--- config.mk ---
export PLATFORM = sky130hd
export DESIGN_NAME = var_delay_line
export DESIGN_NICKNAME = d
export VERILOG_FILES = /design/src/rtl/var_delay_line.sv
export SDC_FILE = /design/constraint.sdc
export NUM_CORES = 1
export LEC_CHECK = 0
export CORE_UTILIZATION = 54
export DETAILED_ROUTE_END_ITERATION = 8
export GPL_ROUTABILITY_DRIVEN = 0
export PLACE_DENSITY = 0.75
export SYNTH_ARGS = -nofsm -noshare
export SYNTH_HDL_FRONTEND = slang
export SYNTH_SLANG_ARGS = --single-unit
export TNS_END_PERCENT = 30
--- constraint.sdc ---
create_clock -name clk -period 4.2 [get_ports clk]
set_input_delay 0.63 -clock clk [delete_from_list [all_inputs] [get_ports clk]]
set_output_delay 0.63 -clock clk [all_outputs]
set_load 0.005 [all_outputs]
--- src/rtl/var_delay_line.sv ---
// Strobed variable delay line: circular buffer with read-before-write addressing.
// History newer than the requested delay is masked to zero, so uninitialised RAM never leaks out.
module var_delay_line #(
   parameter int DATA_W = 16,
   parameter int ADDR_W = 6
) (
   input  logic                     clk,
   input  logic                     rst,
   input  logic                     sample_en,
   input  logic                     flush,
   input  logic [ADDR_W:0]          i_delay,
   input  logic signed [DATA_W-1:0] i_signal_sample,
   output logic signed [DATA_W-1:0] o_delayed_sample,
   output logic                     o_valid,
   output logic                     o_filled
);

   localparam int MAX_DEPTH = 2 ** ADDR_W;
   localparam logic [ADDR_W-1:0] MAX_DELAY = {ADDR_W{1'b1}};

   logic [DATA_W-1:0]        mem [MAX_DEPTH];
   logic [ADDR_W-1:0]        wr_ptr_q, wr_ptr_d;
   logic [ADDR_W-1:0]        fill_q, fill_d;
   logic signed [DATA_W-1:0] out_q, out_d;
   logic                     valid_q, valid_d;
   logic [ADDR_W-1:0]        deff;
   logic [ADDR_W-1:0]        rd_addr;
   logic                     accept;

   always_comb begin
      accept   = sample_en & ~flush;
      // Any delay with the top bit set exceeds the buffer and clamps to the deepest tap.
      deff     = i_delay[ADDR_W] ? MAX_DELAY : i_delay[ADDR_W-1:0];
      rd_addr  = wr_ptr_q - deff;
      wr_ptr_d = wr_ptr_q;
      fill_d   = fill_q;
      out_d    = out_q;
      valid_d  = 1'b0;
      if (flush) begin
         wr_ptr_d = '0;
         fill_d   = '0;
         out_d    = '0;
      end else if (sample_en) begin
         wr_ptr_d = wr_ptr_q + 1'b1;
         fill_d   = (fill_q == MAX_DELAY) ? fill_q : fill_q + 1'b1;
         valid_d  = 1'b1;
         if (deff == '0) begin
            out_d = i_signal_sample;
         end else if (deff > fill_q) begin
            out_d = '0;
         end else begin
            out_d = mem[rd_addr];
         end
      end
   end

   always_ff @(posedge clk or posedge rst) begin
      if (rst) begin
         wr_ptr_q <= '0;
         fill_q   <= '0;
         out_q    <= '0;
         valid_q  <= 1'b0;
      end else begin
         wr_ptr_q <= wr_ptr_d;
         fill_q   <= fill_d;
         out_q    <= out_d;
         valid_q  <= valid_d;
      end
   end

   // RAM is deliberately unreset; the fill-count mask covers its contents.
   always_ff @(posedge clk) begin
      if (accept) begin
         mem[wr_ptr_q] <= i_signal_sample;
      end
   end

   assign o_delayed_sample = out_q;
   assign o_valid          = valid_q;
   assign o_filled         = (fill_q == MAX_DELAY);

endmodule

[Word-level counts from Yosys, hierarchy flattened]
Memories as Yosys holds them, arrays and structs flattened.
Index checks and enable logic that the tools add are counted.
Operators by class
  bitwise gates (word level): 2
  order comparisons: 1
  add/sub/neg operators: 3
  mux-type cells: 14
  reductions and logical operators: 3
  equality and inequality tests: 2
Operator list (number)
  2-to-1 mux 16 bit: 4
  2-to-1 mux 6 bit: 6
  adder 6 x 1 -> 6 bit (second input constant): 2
  == test 6 bit (second input constant): 1
  greater-than comparator 6 bit: 1
  zero test 6 bit: 1
  subtractor 6 bit: 1
  2-to-1 mux 1 bit: 4
  != test 2 bit (second input constant): 1
  AND reduction 2 bit: 1
  nonzero test 2 bit: 1
  AND 1 bit: 1
  inverter 1 bit: 1
Word-level totals
  bits of input ports: 27
  memories kept: 1
  logic and storage cells: 30
  output and inout port bits: 18
  memory bits (writable): 1024
  register bits: 29
Memory list
  mem: words 64, width 16, read ports 1, clocked after Yosys merged registers in 0, write ports 1, line 21  | logic [DATA_W-1:0] mem [MAX_DEPTH];

[Depth between registers and ports, before layout]
An unclocked memory read counts as a cell.
  depth after elaboration: 7
  mapped depth: 13
  depth with buffers taken out: 10

[Least setup slack after synthesis]
No wires, ideal clock.
  path kind: in2reg
  start: input port i_delay[6]
  end: register out_q[5], in the netlist o_delayed_sample[5]
  stages on the path: 12
  path buffers: 4
  path slack: 746 ps
  setup time: 135 ps
  required time: 4065 ps
  arrival time: 3320 ps
  cell sequence: buf_6 or2_2 ha_1 inv_1 fa_1 buf_2 buf_1 clkbuf_1 mux4_2 mux2_2 o211ai_1 nand4_1
Between the ends
  word-level cells in the longest chain between the ends: 7
  elaborated cells between the ends (all ways): 9
  classes of those cells: 1 x add/sub; 1 x order compare; 5 x mux; 1 x reduce/logical; 1 x memory
RTL lines
  start: declaration: line 11  | input logic [ADDR_W:0] i_delay,
  2-to-1 mux 6 bit (*): line 33  | deff = i_delay[ADDR_W] ? MAX_DELAY : i_delay[ADDR_W-1:0];
  subtractor 6 bit: line 34  | rd_addr = wr_ptr_q - deff;
  memory read (64 x 16 bit)
  2-to-1 mux 16 bit: line 49  | end else if (deff > fill_q) begin
  2-to-1 mux 16 bit (*): line 47  | if (deff == '0) begin
  2-to-1 mux 16 bit (*): line 43  | end else if (sample_en) begin
  2-to-1 mux 16 bit (*): line 39  | if (flush) begin
  end signal: assignment: line 66  | out_q <= out_d;
  end: declaration: line 24  | logic signed [DATA_W-1:0] out_q, out_d;
Mark *: on every way between the ends. The rest lies on a longest branch, timed or not. The select of a mux whose other input is x is not followed.
A chain may end at the register's enable or synchronous reset.

[Final worst setup path]
  start: input port i_delay[6]
  end: register out_q[1], in the netlist o_delayed_sample[1]
Same word-level chain as after synthesis.

==> results.md <==
* Status: finished clean
* Root Driver: clkbuf_16
* CTS resizes at 0
* CP Launch Type: input port
* Leading cell type in the layout, fill and taps excluded: edfxtp_1
* Worst path max stage delay at ~0.84 ns
* Hold-fix buffers, CTS at 0
* Register area share after synthesis at 0.758
* # nets final at around 2,200
* Port Buf Inserts at 44
* Syn-to-layout area delta at 15.2%
* Layout cell share with drive strength beyond 1 at 0.300
* Tot Pwr at about 0.024 W
* Worst Setup End Kind: flip-flop
* Vias in the first global route at ~21,000
* Worst-Skew Late Latency at a little under 0.7 ns
* Max Cap Viol at 0
* Commonest cells after routing, fill and taps aside: edfxtp_1 (1,024), mux4_2 (256), buf_4 (152), clkbuf_16 (107)
* Final wirelength at roughly 100 mm
* Slew HR at 0.185
* Post-route ant nets at 0
* Area of the core at 76,100 um2
* Drt wl/cell at about 32 um
* Final WS setup at about 0.27 ns
* Fin cells at 3,267
* Longest Clk Path Bufs at 3
* Crit path kind: in2reg
* Mapped Nets at between 1,500 and 2,000
* Via-to-Cell Ratio at 6.56
* Starting Density at 0.546
* Synth Register Bits at roughly 1,100
* Setup bufs post-CTS at 0
* Die ar. at between 70,000 and 80,000 um2
* Worst path slowest cell: fa_4
* GRT overflow at 0
* Worst-margin pin slew at 1.22 ns
* Clock-pin slew on the worst setup and hold paths at about 0.060 ns
* Largest net degree at the start of global routing at 81
* Register area at around 31,000 um2
* Initial antenna violation count at 6
* Initial DRC count at about 2,700
* DR pass1 iterations at 5
* Num CTS Buffers at 102
* Layout fillers at approximately 5,000
* Min Hold Slack at approximately 0.37 ns
* Overall die height at between 200 and 300 um
* Power Density at between 500 and 600 nW/um2
* Final period utilization at 0.937
* First-pass GRT wire length at ~150 mm
* Req. time, crit path at 4.72 ns
* Worst path most repeated cell: buf_4
* Routed via count at ~21,000
* CTS tree: done
* Arrival time at the worst endpoint at between 4 and 5 ns
* Hold Crit Class: in2async
* Ports at 45
* Yosys warns at 0
* Fmax at ~0.25 GHz
* Crit-path max FO at 19
* Die Wd at approximately 280 um
* Syn Std Cell Area at 41,500 um2
* Gr usage total at 0.269
* Clk sinks at approximately 1,100
* Final hold vios at 0
* Num rows at a little over 100
* DRC at 0
* Multi-input gate area at ~9500 um2
* Max rail drop VDD at 0.461 mV
* Post-placement setup slack at -0.329 ns
* Final min period at between 3 and 4 ns
* Post-Syn Instances at 1,941
* Detailed placement HPWL at 62.1 mm
* RSZ-0062 raised after global routing: no
* Setup violators final at 0
* Max-slew violations at 0
* CP Cell Sequence: clkdlybuf4s50_1, or2_2, ha_4, inv_1, fa_4, buf_12, buf_4, buf_4, mux4_2, mux2_2, o211ai_1, nand4_1
* Final Skew at ~0.026 ns
* H-Tree Depth at 3
* Placed cells at 3,070
* Static leakage at 15.8 nW
* Setup TNS at 0 ns
* Library cells used by synthesis at 57
* Post-synthesis average cell area at about 21 um2
==> worst max-delay path, delay by kind of cell <==
kind	cells	cell delay [ns]
buffers and inverters	5	1.37
AO/OA/AOI/OAI	1	0.45
AND/OR/NAND/NOR	2	0.37
adder cells (fa/ha/maj)	2	0.99
multiplexers	2	0.61
==> metal layers <==
| layer | GRT usage | vias to the layer above | wire, um |
|---|---|---|---|
| met5 | 0 | - | 45 |
| met4 | 0.0964 | 8 | 3740 |
| met3 | 0.0834 | 216 | 12300 |
| met2 | 0.417 | 1375 | 48900 |
| met1 | 0.363 | 11200 | 38100 |
| li1 | - | 8611 | - |
==> final cells by class <==
cell class,instances,area share
Multi-Input combinational cell,753,0.198
Antenna cell,3,0.000157
Timing Repair Buffer,220,0.0414
Tap cell,1030,0.0269
Sequential cell,1053,0.658
Inverter,14,0.00110
Clock inverter,71,0.0171
Clock buffer,123,0.0572
==> cells by family after synthesis <==
logic type / count (synthesis) / share of synthesized area
XOR/XNOR: 15 / 0.00353
flip-flops: 1053 / 0.758
multiplexers: 306 / 0.152
buffers and inverters: 135 / 0.0152
adder cells (fa/ha/maj): 13 / 0.00404
AO/OA/AOI/OAI: 186 / 0.0360
AND/OR/NAND/NOR: 233 / 0.0310
==> worst paths after layout <==
kind / start / end / slack [ns] / depth (start not counted)
setup / recovery: i_delay[6] / o_delayed_sample[1]$_DFFE_PP0P_ / 0.27 / 12
hold / removal: rst / fill_q[0]$_DFFE_PP0P_ / 0.37 / 3
setup reg to reg: wr_ptr_q[0]$_DFFE_PP0P_ / o_delayed_sample[1]$_DFFE_PP0P_ / 0.36 / 11
hold reg to reg: fill_q[5]$_DFFE_PP0P_ / fill_q[5]$_DFFE_PP0P_ / 0.60 / 2
max in group asynchronous: rst / o_delayed_sample[6]$_DFFE_PP0P_ / 3.48 / 3
min in group clk: i_signal_sample[0] / mem[62][0]$_DFFE_PP_ / 0.41 / 1
==> synthesized netlist by cell type, drive strengths merged <==
master  number  area, um2
edfxtp    1024      30700
mux4       256       5770
nor2        84        325
and3        82        513
a211o       80        701
clkbuf      64        240
buf         57        339
o211ai      49        382
mux2        48        541
dfrtp       29        726
nand4       21        131
a31oi       17        113
a22o        16        140
inv         14       52.6
nand2       11       41.3
ha          10        125
xnor2        9       86.3
a21oi        6       30.0
o21ai        6       30.0
xor2         6       60.1
nand3        5       30.0
nor3         5       47.5
or2          5       31.3
a211oi       4       30.0
and2         4       25.0
or3          4       30.0
nand3b       3       22.5
maj3         2       22.5
mux2i        2       20.0
nand2b       2       12.5
nor2b        2       12.5
nor3b        2       37.5
o22a         2       17.5
or3b         2       17.5
a21o         1       8.76
and4         1       8.76
fa           1       20.0
o211a        1       10.0
o21a         1       7.51
o221a        1       11.3
o221ai       1       8.76
o31ai        1       7.51
==> report_power, final <==
group | switching, W | total [W] | internal [W]
Sequential | 0.0000298 | 0.0116 | 0.0115
Combinational | 0.00147 | 0.00274 | 0.00127
Clock | 0.00387 | 0.00962 | 0.00575
==> metrics by stage <==
stage                     area (um2)  utilization
after floorplan                41500            -
after global placement         44300        0.582
after detailed placement       44300        0.582
after CTS                      47800        0.629
after global routing           47800        0.629
final                          47800        0.629
==> state kept, by name (all words and copies together), names as in the netlist <==
signal	count
fill_q	6
wr_ptr_q	6
o_delayed_sample	16
o_valid	1
mem	1024
(Power assumes the default switching activity.)
